===== src/rtl/proc_io_bridge_if.sv =====
// Host/processor-side signal bundle for proc_io_bridge.
// slave  : the bridge (drives host_in_ready, proc_read_in, FIFO head, status)
// master : the host/bench (drives host words, processor pulses, host_out_ready)
interface proc_io_bridge_if #(
   parameter int WIDTH = 16,
   parameter int DEPTH = 4
);
   localparam int CW = $clog2(DEPTH) + 1;

   logic [WIDTH-1:0] host_in_data;
   logic             host_in_valid;
   logic             host_in_ready;
   logic [WIDTH-1:0] proc_read_in;
   logic             proc_in_ack;
   logic [WIDTH-1:0] proc_write_out;
   logic             proc_out_strobe;
   logic [WIDTH-1:0] host_out_data;
   logic             host_out_valid;
   logic             host_out_ready;
   logic [CW-1:0]    out_count;
   logic             overflow;
   logic             underrun;

   modport slave (
      input  host_in_data, host_in_valid, proc_in_ack,
      input  proc_write_out, proc_out_strobe, host_out_ready,
      output host_in_ready, proc_read_in, host_out_data, host_out_valid,
      output out_count, overflow, underrun
   );

   modport master (
      output host_in_data, host_in_valid, proc_in_ack,
      output proc_write_out, proc_out_strobe, host_out_ready,
      input  host_in_ready, proc_read_in, host_out_data, host_out_valid,
      input  out_count, overflow, underrun
   );
endinterface


===== src/rtl/proc_io_bridge.sv =====
// Host-side I/O bridge for the 16-bit load/store processor.
// Input path : one-word holding register feeding proc_read_in, loaded by a
//              host valid/ready handshake and freed by proc_in_ack.
// Output path: show-ahead FIFO capturing proc_write_out on proc_out_strobe,
//              drained by the host with valid/ready.
// Ports: clock, rst (async, active-high), bus (proc_io_bridge_if.slave).
//
// state   | meaning
// --------+-------------------------------------------
// S_EMPTY | holding register free, host_in_ready=1
// S_FULL  | word presented on proc_read_in, awaiting ack
module proc_io_bridge #(
   parameter int WIDTH = 16,
   parameter int DEPTH = 4
) (
   input logic          clock,
   input logic          rst,
   proc_io_bridge_if.slave bus
);
   localparam int AW = $clog2(DEPTH);
   localparam int CW = AW + 1;

   typedef enum logic {S_EMPTY, S_FULL} in_state_t;

   in_state_t state, state_next;
   logic      load;
   logic      ack_empty;

   always_comb begin
      state_next = state;
      load       = 1'b0;
      ack_empty  = 1'b0;
      case (state)
         S_EMPTY: begin
            ack_empty = bus.proc_in_ack;
            if (bus.host_in_valid) begin
               load       = 1'b1;
               state_next = S_FULL;
            end
         end
         S_FULL: begin
            if (bus.proc_in_ack) state_next = S_EMPTY;
         end
         default: state_next = S_EMPTY;
      endcase
   end

   always_ff @(posedge clock or posedge rst) begin
      if (rst) begin
         state             <= S_EMPTY;
         bus.host_in_ready <= 1'b1;
         bus.proc_read_in  <= '0;
         bus.underrun      <= 1'b0;
      end else begin
         state             <= state_next;
         bus.host_in_ready <= (state_next == S_EMPTY);
         if (load)      bus.proc_read_in <= bus.host_in_data;
         if (ack_empty) bus.underrun     <= 1'b1;
      end
   end

   logic [WIDTH-1:0] mem [DEPTH];
   logic [AW-1:0]    wr_ptr, rd_ptr, rd_next;
   logic [CW-1:0]    cnt, cnt_next;
   logic             full, push, pop;

   assign full           = (cnt == CW'(DEPTH));
   assign bus.host_out_valid = (cnt != '0);
   assign bus.out_count  = cnt;
   // A pop while full frees a slot in the same cycle, so the strobe is kept.
   assign pop  = bus.host_out_valid && bus.host_out_ready;
   assign push = bus.proc_out_strobe && (!full || pop);
   assign rd_next = pop ? rd_ptr + AW'(1) : rd_ptr;

   always_comb begin
      cnt_next = cnt;
      case ({push, pop})
         2'b10:   cnt_next = cnt + CW'(1);
         2'b01:   cnt_next = cnt - CW'(1);
         default: cnt_next = cnt;
      endcase
   end

   always_ff @(posedge clock or posedge rst) begin
      if (rst) begin
         wr_ptr            <= '0;
         rd_ptr            <= '0;
         cnt               <= '0;
         bus.host_out_data <= '0;
         bus.overflow      <= 1'b0;
         for (int i = 0; i < DEPTH; i++) mem[i] <= '0;
      end else begin
         if (push) begin
            mem[wr_ptr] <= bus.proc_write_out;
            wr_ptr      <= wr_ptr + AW'(1);
         end
         rd_ptr <= rd_next;
         cnt    <= cnt_next;
         // Registered head: the incoming word becomes the head when it lands
         // on the next read slot; an emptied FIFO keeps the last popped word.
         if (push && (wr_ptr == rd_next))
            bus.host_out_data <= bus.proc_write_out;
         else if (cnt_next != '0)
            bus.host_out_data <= mem[rd_next];
         if (bus.proc_out_strobe && full && !pop) bus.overflow <= 1'b1;
      end
   end
endmodule


===== src/flat_wrapper.sv =====
// flat-port wrapper written by rule: the top's interface ports become plain ports
module proc_io_bridge_flat 
#(
   parameter int WIDTH = 16,
   parameter int DEPTH = 4
)
  (clock, rst, bus_host_in_data, bus_host_in_valid, bus_proc_in_ack, bus_proc_write_out, bus_proc_out_strobe, bus_host_out_ready, bus_host_in_ready, bus_proc_read_in, bus_host_out_data, bus_host_out_valid, bus_out_count, bus_overflow, bus_underrun);
  proc_io_bridge_if #(.WIDTH(WIDTH), .DEPTH(DEPTH)) bus_i ();
  input logic clock;
  input logic rst;
  input wire logic [$bits(bus_i.host_in_data)-1:0] bus_host_in_data;
  input wire logic [$bits(bus_i.host_in_valid)-1:0] bus_host_in_valid;
  input wire logic [$bits(bus_i.proc_in_ack)-1:0] bus_proc_in_ack;
  input wire logic [$bits(bus_i.proc_write_out)-1:0] bus_proc_write_out;
  input wire logic [$bits(bus_i.proc_out_strobe)-1:0] bus_proc_out_strobe;
  input wire logic [$bits(bus_i.host_out_ready)-1:0] bus_host_out_ready;
  output wire logic [$bits(bus_i.host_in_ready)-1:0] bus_host_in_ready;
  output wire logic [$bits(bus_i.proc_read_in)-1:0] bus_proc_read_in;
  output wire logic [$bits(bus_i.host_out_data)-1:0] bus_host_out_data;
  output wire logic [$bits(bus_i.host_out_valid)-1:0] bus_host_out_valid;
  output wire logic [$bits(bus_i.out_count)-1:0] bus_out_count;
  output wire logic [$bits(bus_i.overflow)-1:0] bus_overflow;
  output wire logic [$bits(bus_i.underrun)-1:0] bus_underrun;
  assign bus_i.host_in_data = bus_host_in_data;
  assign bus_i.host_in_valid = bus_host_in_valid;
  assign bus_i.proc_in_ack = bus_proc_in_ack;
  assign bus_i.proc_write_out = bus_proc_write_out;
  assign bus_i.proc_out_strobe = bus_proc_out_strobe;
  assign bus_i.host_out_ready = bus_host_out_ready;
  assign bus_host_in_ready = bus_i.host_in_ready;
  assign bus_proc_read_in = bus_i.proc_read_in;
  assign bus_host_out_data = bus_i.host_out_data;
  assign bus_host_out_valid = bus_i.host_out_valid;
  assign bus_out_count = bus_i.out_count;
  assign bus_overflow = bus_i.overflow;
  assign bus_underrun = bus_i.underrun;
  proc_io_bridge #(.WIDTH(WIDTH), .DEPTH(DEPTH)) u_core (.clock(clock), .rst(rst), .bus(bus_i));
endmodule

===== config.mk =====
export PLATFORM = sky130hd
export DESIGN_NAME = proc_io_bridge_flat
export DESIGN_NICKNAME = d
export VERILOG_FILES = /design/src/rtl/proc_io_bridge_if.sv /design/src/rtl/proc_io_bridge.sv /design/src/flat_wrapper.sv
export SDC_FILE = /design/constraint.sdc
export NUM_CORES = 1
export LEC_CHECK = 0
export ABC_CLOCK_PERIOD_IN_PS = 5350
export CORE_UTILIZATION = 50
export DETAILED_ROUTE_END_ITERATION = 16
export PLACE_DENSITY = 0.75
export SLEW_MARGIN = 20
export SYNTH_ARGS = -nofsm -noshare
export SYNTH_HDL_FRONTEND = slang
export SYNTH_SLANG_ARGS = --single-unit

===== constraint.sdc =====
create_clock -name clock -period 5.35 [get_ports clock]
set_input_delay 0.8025 -clock clock [delete_from_list [all_inputs] [get_ports clock]]
set_output_delay 0.8025 -clock clock [all_outputs]
set_load 0.005 [all_outputs]

==> metrics.cfg, run 1 <==
[routing]
drc = 0
drt_iter0_drc = 218
dr.pass1.iters = 4
viasPerCell = 5.75
wire_per_inst_um = 17.6
via_count = 3615
drtAntennaViolNets = 0
wl_um = 11100

[pwr]
power.density_nw_per_um2 = 595
leakage_nw = 2.51
total_power_mw = 3.58
vdd_ir_drop_max_uv = 277

[critical_path]
cp.arrival_ns = 4.20
endpoint_kind = flip-flop
cp.required_ns = 5.63
start_kind = input port
cp_max_fo = 26
crit_type = in2reg

[floorplan]
die_x_um = 102
initial_core_util_pct = 51.1
die_y_um = 102
rows = 36
fp.coreArea_um2 = 9730
die_area_um2 = 10400
io_pins = 77

[clocking]
cts_made_buffers = 9
cts.htree.levels = 3
holdBufCountCts = 0
clockRootBuffer = clkbuf_8
cts_resized = 0
post-cts-setup-buffers = 0
tritoncts = built
clock_latency_ns = 0.37
cts_sinks = 107
clk_pin_slew_ns = 0.10
max-clock-path-buffers = 2

[synth]
synth_area_um2 = 4970
synth_top_family_by_area = multiplexers
synthFlopType = dfrtp_1
synth_area_per_cell_um2 = 11.7
ys_warn_count = 0
synth_xor_area_share_pct = 1.03
syn_inst = 426
syn_nets = 469
synth_seq_cells = 107
yosys.area_share.simple_pct = 12.0
synthMuxAreaShare_pct = 19.8
seq_area_frac_synth_pct = 53.8
async_flop_share_pct = 100
synth_compound_gate_area_share_pct = 8.20
yosysUniqueCellTypes = 46
synthAdderAreaFrac_pct = 1.41
synth_edf_count = 0

[timing]
finalSetupViolCount = 0
hold_violations = 0
max_slew_margin_pct = 26.0
rsz0062_at_grt = no
finalCriticalPeriod_ns = 3.91
fin_ws_ns = 1.44
setup_tns_ns = 0
final_max_slew_viol_count = 0
fin_crit_sh_pct = 73.2
max_freq_mhz = 255
tightest_slew_ns = 1.11
skew_ns = 0.0124

[layout]
antenna-diode-count = 0
final_nets = 534
drive_above_1_share_pct = 21.4
fillers = 785
utilization_pct = 61.8
area_delta_synth_final_pct = 21.0
instances_no_fill = 629

[worst_hold_path]
hold_class = reg2reg

[placed_design]
preCtsSetupSlack_ns = 1.08
dpl.hpwl_um = 7000
gp_congestion = 0.758
port_buffers = 76
dp.cells = 613

[global_route]
grt.total_usage_pct = 23.4
grt_max_degree = 73
grt_pass1_wl_um = 18200
first_global_vias = 3663
gr-total-overflow = 0
grt_antenna_before_repair = 0

[job]
drv_cap = 0

[status]
status = finished, final reports clean

==> layout by cell type, fill, tap and decap left out, types with 2 or more instances in the layout <==
cell             instances
a21o_1                   2
clkinvlp_4               2
a211oi_1                 4
or3_1                   11
a21oi_1                  2
mux2_1                   5
a31oi_1                 14
nand2b_1                 3
o21ai_0                 13
buf_4                    4
mux2i_1                  4
ha_1                     4
nand2_1                 40
inv_8                    2
dfrtp_1                106
nand3_1                  6
or4b_1                   2
nor4_1                   3
nand4_1                  4
clkdlybuf4s50_1         76
xor2_1                   3
nor3_1                  11
nor2b_1                  5
mux2_2                  79
inv_1                   10
o22ai_1                 14
nor2_1                  33
o32a_1                   4
clkbuf_8                 9
==> report_power, final <==
group / leakage, nW / internal, mW / switching [mW]
combinational: 1.15 / 0.860 / 0.743
clock: 0.0993 / 0.227 / 0.292
sequential: 1.26 / 1.19 / 0.265
==> cell type report <==
type	instances	area (um^2)	share of cell area, %
repair buffers	80	791	13.1
inverters	11	43.8	0.728
clock buffers	10	128	2.12
flip-flops and latches	107	2680	44.5
well taps	133	166	2.77
multi-input cells	282	2130	35.3
clock inverters	6	83.8	1.39
==> cell families (layout without fill, tap and decap cells) <==
family | count (synthesis) | count (layout)
DFF | 107 | 107
muxes | 88 | 88
xor gates and xnor gates | 5 | 5
adders and majority gates | 5 | 5
AOI/OAI and AO/OA | 59 | 59
buffers and inverters | 37 | 107
and+or+nand+nor | 125 | 125
==> synth_stat cells (all sizes together) (4+ instances only) <==
cell type	count	share of area, %
or3	11	1.4
nand2	40	3.0
o32a	4	0.80
mux2i	4	0.80
o22ai	14	1.8
a211oi	4	0.60
mux2	84	19
nor2b	5	0.63
nor3	11	1.1
ha	4	1.0
nand3	6	0.60
dfrtp	106	53
inv	11	0.83
clkbuf	8	0.60
nor2	33	2.5
buf	18	2.2
a31oi	14	1.8
o21ai	13	1.3
nand4	4	0.50
==> sequential cells by signal, summed over array words and instances (netlist names) <==
signal,count
u_core.rd_ptr,2
u_core.state,1
u_core.bus.host_in_ready,1
u_core.bus.overflow,1
u_core.mem,64
u_core.wr_ptr,2
u_core.bus.out_count,3
u_core.bus.proc_read_in,16
u_core.bus.host_out_data,16
u_core.bus.underrun,1
==> routing by layer <==
layer  wire length [um]  track usage, %
met1               4810            30.6
met3                616            4.76
met2               5510            38.9
met5                  0               0
met4                120            8.14
==> final timing paths <==
kind	from	to	slack, ns	depth (start not counted)
min in group asynchronous	rst	u_core.bus.proc_read_in[14]	0.98	2
max	bus_host_out_ready	u_core.bus.host_out_data[4]	1.44	9
max reg2reg	u_core.bus.out_count[0]	u_core.bus.host_out_data[4]	1.96	8
max in group asynchronous	rst	u_core.rd_ptr[0]	3.38	3
min	u_core.bus.overflow	u_core.bus.overflow	0.46	1
min reg2reg	u_core.bus.overflow	u_core.bus.overflow	0.46	1
==> critical path: stages <==
cell and delay, ns:
clkdlybuf4s50_1 0.70, o31a_1 0.55, nand2b_1 0.14, fa_1 0.44, or4b_1 0.52, o311a_1 0.15, and3_4 0.28, or3_1 0.41
a31oi_1 0.19
==> metrics by stage <==
step,hold WS [ns],instance area (um^2)
final,0.463,6020
after global routing,0.500,6020
after CTS,0.471,6020
after detailed placement,0.451,5810
after global placement,0.441,5810
after floorplan,0.442,4970
No activity file was read; power rests on OpenSTA's default activity.
==> inputs of run 2 (changes only) <==
--- a/config.mk
+++ b/config.mk
@@ -5,7 +5,7 @@
 export SDC_FILE = /design/constraint.sdc
 export NUM_CORES = 1
 export LEC_CHECK = 0
-export ABC_CLOCK_PERIOD_IN_PS = 5350
+export ABC_CLOCK_PERIOD_IN_PS = 3800
 export CORE_UTILIZATION = 50
 export DETAILED_ROUTE_END_ITERATION = 16
 export PLACE_DENSITY = 0.75
==> constraint.sdc (replaced) <==
create_clock -name clock -period 3.8 [get_ports clock]
set_input_delay 0.57 -clock clock [delete_from_list [all_inputs] [get_ports clock]]
set_output_delay 0.57 -clock clock [all_outputs]
set_load 0.005 [all_outputs]
==> metrics.cfg, run 2 (same netlist as run 1, synthesis figures left out) <==
[status]
status = finished, final reports clean  ; unchanged

[placed_design]
preCtsSetupSlack_ns = 0.403  ; was 1.08 ns
port_buffers = 76  ; unchanged
placed_area_um2 = 5870  ; was 5810 um^2
gp_congestion = 0.764  ; was 0.758
dpl.hpwl_um = 6960  ; was 7000 um

[layout]
multiInputGateArea_um2 = 2130  ; unchanged
largest_reg_flops = 64  ; unchanged
layout_common_cells = dfrtp_1, mux2_2, clkdlybuf4s50_1, nand2_1, nor2_1  ; unchanged
fin_area_um2 = 6110  ; was 6020 um^2
drive_above_1_share_pct = 23.0  ; was 21.4%
antenna-diode-count = 0  ; unchanged
final_nets = 543  ; was 534
top_register = u_core.mem  ; unchanged
ff_latch_area_um2 = 2680  ; unchanged
fillers = 795  ; was 785
reg_top3 = u_core.mem x64, u_core.bus.host_out_data x16, u_core.bus.proc_read_in x16  ; unchanged
area_delta_synth_final_pct = 22.9  ; was 21.0%
final_common_cell = dfrtp_1  ; unchanged

[pwr]
leakage_nw = 2.58  ; was 2.51 nW
power_switching_mw = 1.83  ; was 1.30 mW
p_comb_share_pct = 44.3  ; was 44.8%
power.density_nw_per_um2 = 840  ; was 595 nW/um^2
swShare_pct = 35.6  ; was 36.3%
p_int_mw = 3.31  ; was 2.28 mW
clockPowerShare_pct = 15.8  ; was 14.5%
vdd_ir_drop_max_uv = 451  ; was 277 uV
pwr-share-seq_pct = 39.9  ; was 40.7%

[routing]
via_count = 3542  ; was 3615
drtAntennaViolNets = 0  ; unchanged
dr.pass1.iters = 4  ; unchanged
wire_per_inst_um = 16.7  ; was 17.6 um
drc = 0  ; unchanged
wl_um = 10700  ; was 11100 um
viasPerCell = 5.55  ; was 5.75
drt_iter0_drc = 155  ; was 218

[global_route]
first_global_vias = 3588  ; was 3663
gr-total-overflow = 0  ; unchanged
grt.total_usage_pct = 22.6  ; was 23.4%
grt_pass1_wl_um = 17800  ; was 18200 um
grt_antenna_before_repair = 0  ; unchanged
grt_max_degree = 48  ; was 73

[timing]
max_slew_margin_pct = 43.9  ; was 26.0%
setup_tns_ns = 0  ; unchanged
fin_crit_sh_pct = 79.0
finalSetupViolCount = 0  ; unchanged
rsz0062_at_grt = no  ; unchanged
max_freq_mhz = 333
final_max_slew_viol_count = 0  ; unchanged
skew_ns = 0.00905  ; was 0.0124 ns
tightest_slew_ns = 0.839  ; was 1.11 ns
hold_violations = 0  ; unchanged
finalCriticalPeriod_ns = 3.00
fin_ws_ns = 0.800  ; was 1.44 ns

[critical_path]
cp.required_ns = 4.10  ; was 5.63 ns
r2r_slack_ns = 0.81  ; was 1.96 ns
endpoint_kind = flip-flop  ; unchanged
cp.arrival_ns = 3.30  ; was 4.20 ns
max_stage_delay_ns = 0.53  ; was 0.70 ns
crit_type = in2reg  ; unchanged
cpMaxStageDelayCell = or4b_1  ; was clkdlybuf4s50_1
cp_max_fo = 26  ; unchanged
path_cells = clkdlybuf4s50_1 -> o31a_1 -> nand2b_1 -> fa_1 -> or4b_1 -> o311a_1 -> and3_4 -> or3_1 -> a31oi_1  ; unchanged
start_kind = input port  ; unchanged

[clocking]
holdBufCountCts = 0  ; unchanged
clk_pin_slew_ns = 0.11  ; was 0.10 ns
clock_latency_ns = 0.37  ; about the same
cts_resized = 0  ; unchanged
max-clock-path-buffers = 2  ; unchanged
post-cts-setup-buffers = 0  ; unchanged
clockRootBuffer = clkbuf_8  ; unchanged
cts_sinks = 107  ; unchanged
cts_made_buffers = 9  ; unchanged
tritoncts = built  ; unchanged
cts.htree.levels = 3  ; unchanged

[floorplan]
die_y_um = 102  ; unchanged
fp.coreArea_um2 = 9730  ; unchanged
die_x_um = 102  ; unchanged
io_pins = 77  ; unchanged
initial_core_util_pct = 51.1  ; unchanged
die_area_um2 = 10400  ; unchanged
rows = 36  ; unchanged

[job]
drv_cap = 0  ; unchanged

[worst_hold_path]
hold_class = reg2reg  ; unchanged

-- run 2: worst paths after layout --
path | start | end | cells after the start
max | bus_host_out_ready | u_core.bus.host_out_data[8] | 9
min | u_core.bus.overflow | u_core.bus.overflow | 1
max reg2reg | u_core.bus.out_count[0] | u_core.bus.host_out_data[8] | 8
min reg2reg | u_core.bus.overflow | u_core.bus.overflow | 1
max in group asynchronous | rst | u_core.mem[17] | 3
min in group asynchronous | rst | u_core.bus.proc_read_in[10] | 2
-- run 2: per-layer routing --
metal	global-route usage [%]	share of wire, %
met1	30.0	46
met2	37.9	50
met3	4.07	3.5
met4	6.91	1.0
met5	0	0
-- run 2: final cells by class --
cell class                      instances  share of cell area (%)
Multi-Input combinational cell        282                    34.8
Clock buffer                            9                    2.03
Sequential cell                       107                    43.8
Tap cell                              133                    2.72
Inverter                               11                   0.716
Clock inverter                          7                    1.90
Timing Repair Buffer                   89                    14.0
-- run 2: per-stage QoR --
stage          instances  util [%]  total power, mW  hold WS (ns)
2_1_floorplan        426         -             3.55         0.442
3_3_place_gp         622      60.4             4.22         0.439
3_5_place_dp         622      60.4             4.35         0.450
4_1_cts              638      62.8             5.16         0.468
5_1_grt              638      62.8             5.50         0.500
6_report             638      62.8             5.13         0.463
-- run 2: power groups by stage --
| stage | Combinational (mW) | Sequential [mW] | Clock, mW |
|---|---|---|---|
| after floorplan | 1.61 | 1.94 | 0 |
| after global placement | 2.18 | 2.04 | 0 |
| after detailed placement | 2.29 | 2.06 | 0 |
| after CTS | 2.29 | 2.04 | 0.833 |
| after global routing | 2.50 | 2.12 | 0.879 |
| final | 2.27 | 2.05 | 0.813 |
-- run 2: critical path, delay by kind of cell --
family	cells	cell delay, ns
AND/OR/NAND/NOR	4	1.28
adder cells (fa/ha/maj)	1	0.41
AO/OA/AOI/OAI	3	0.51
buffers and inverters	1	0.50
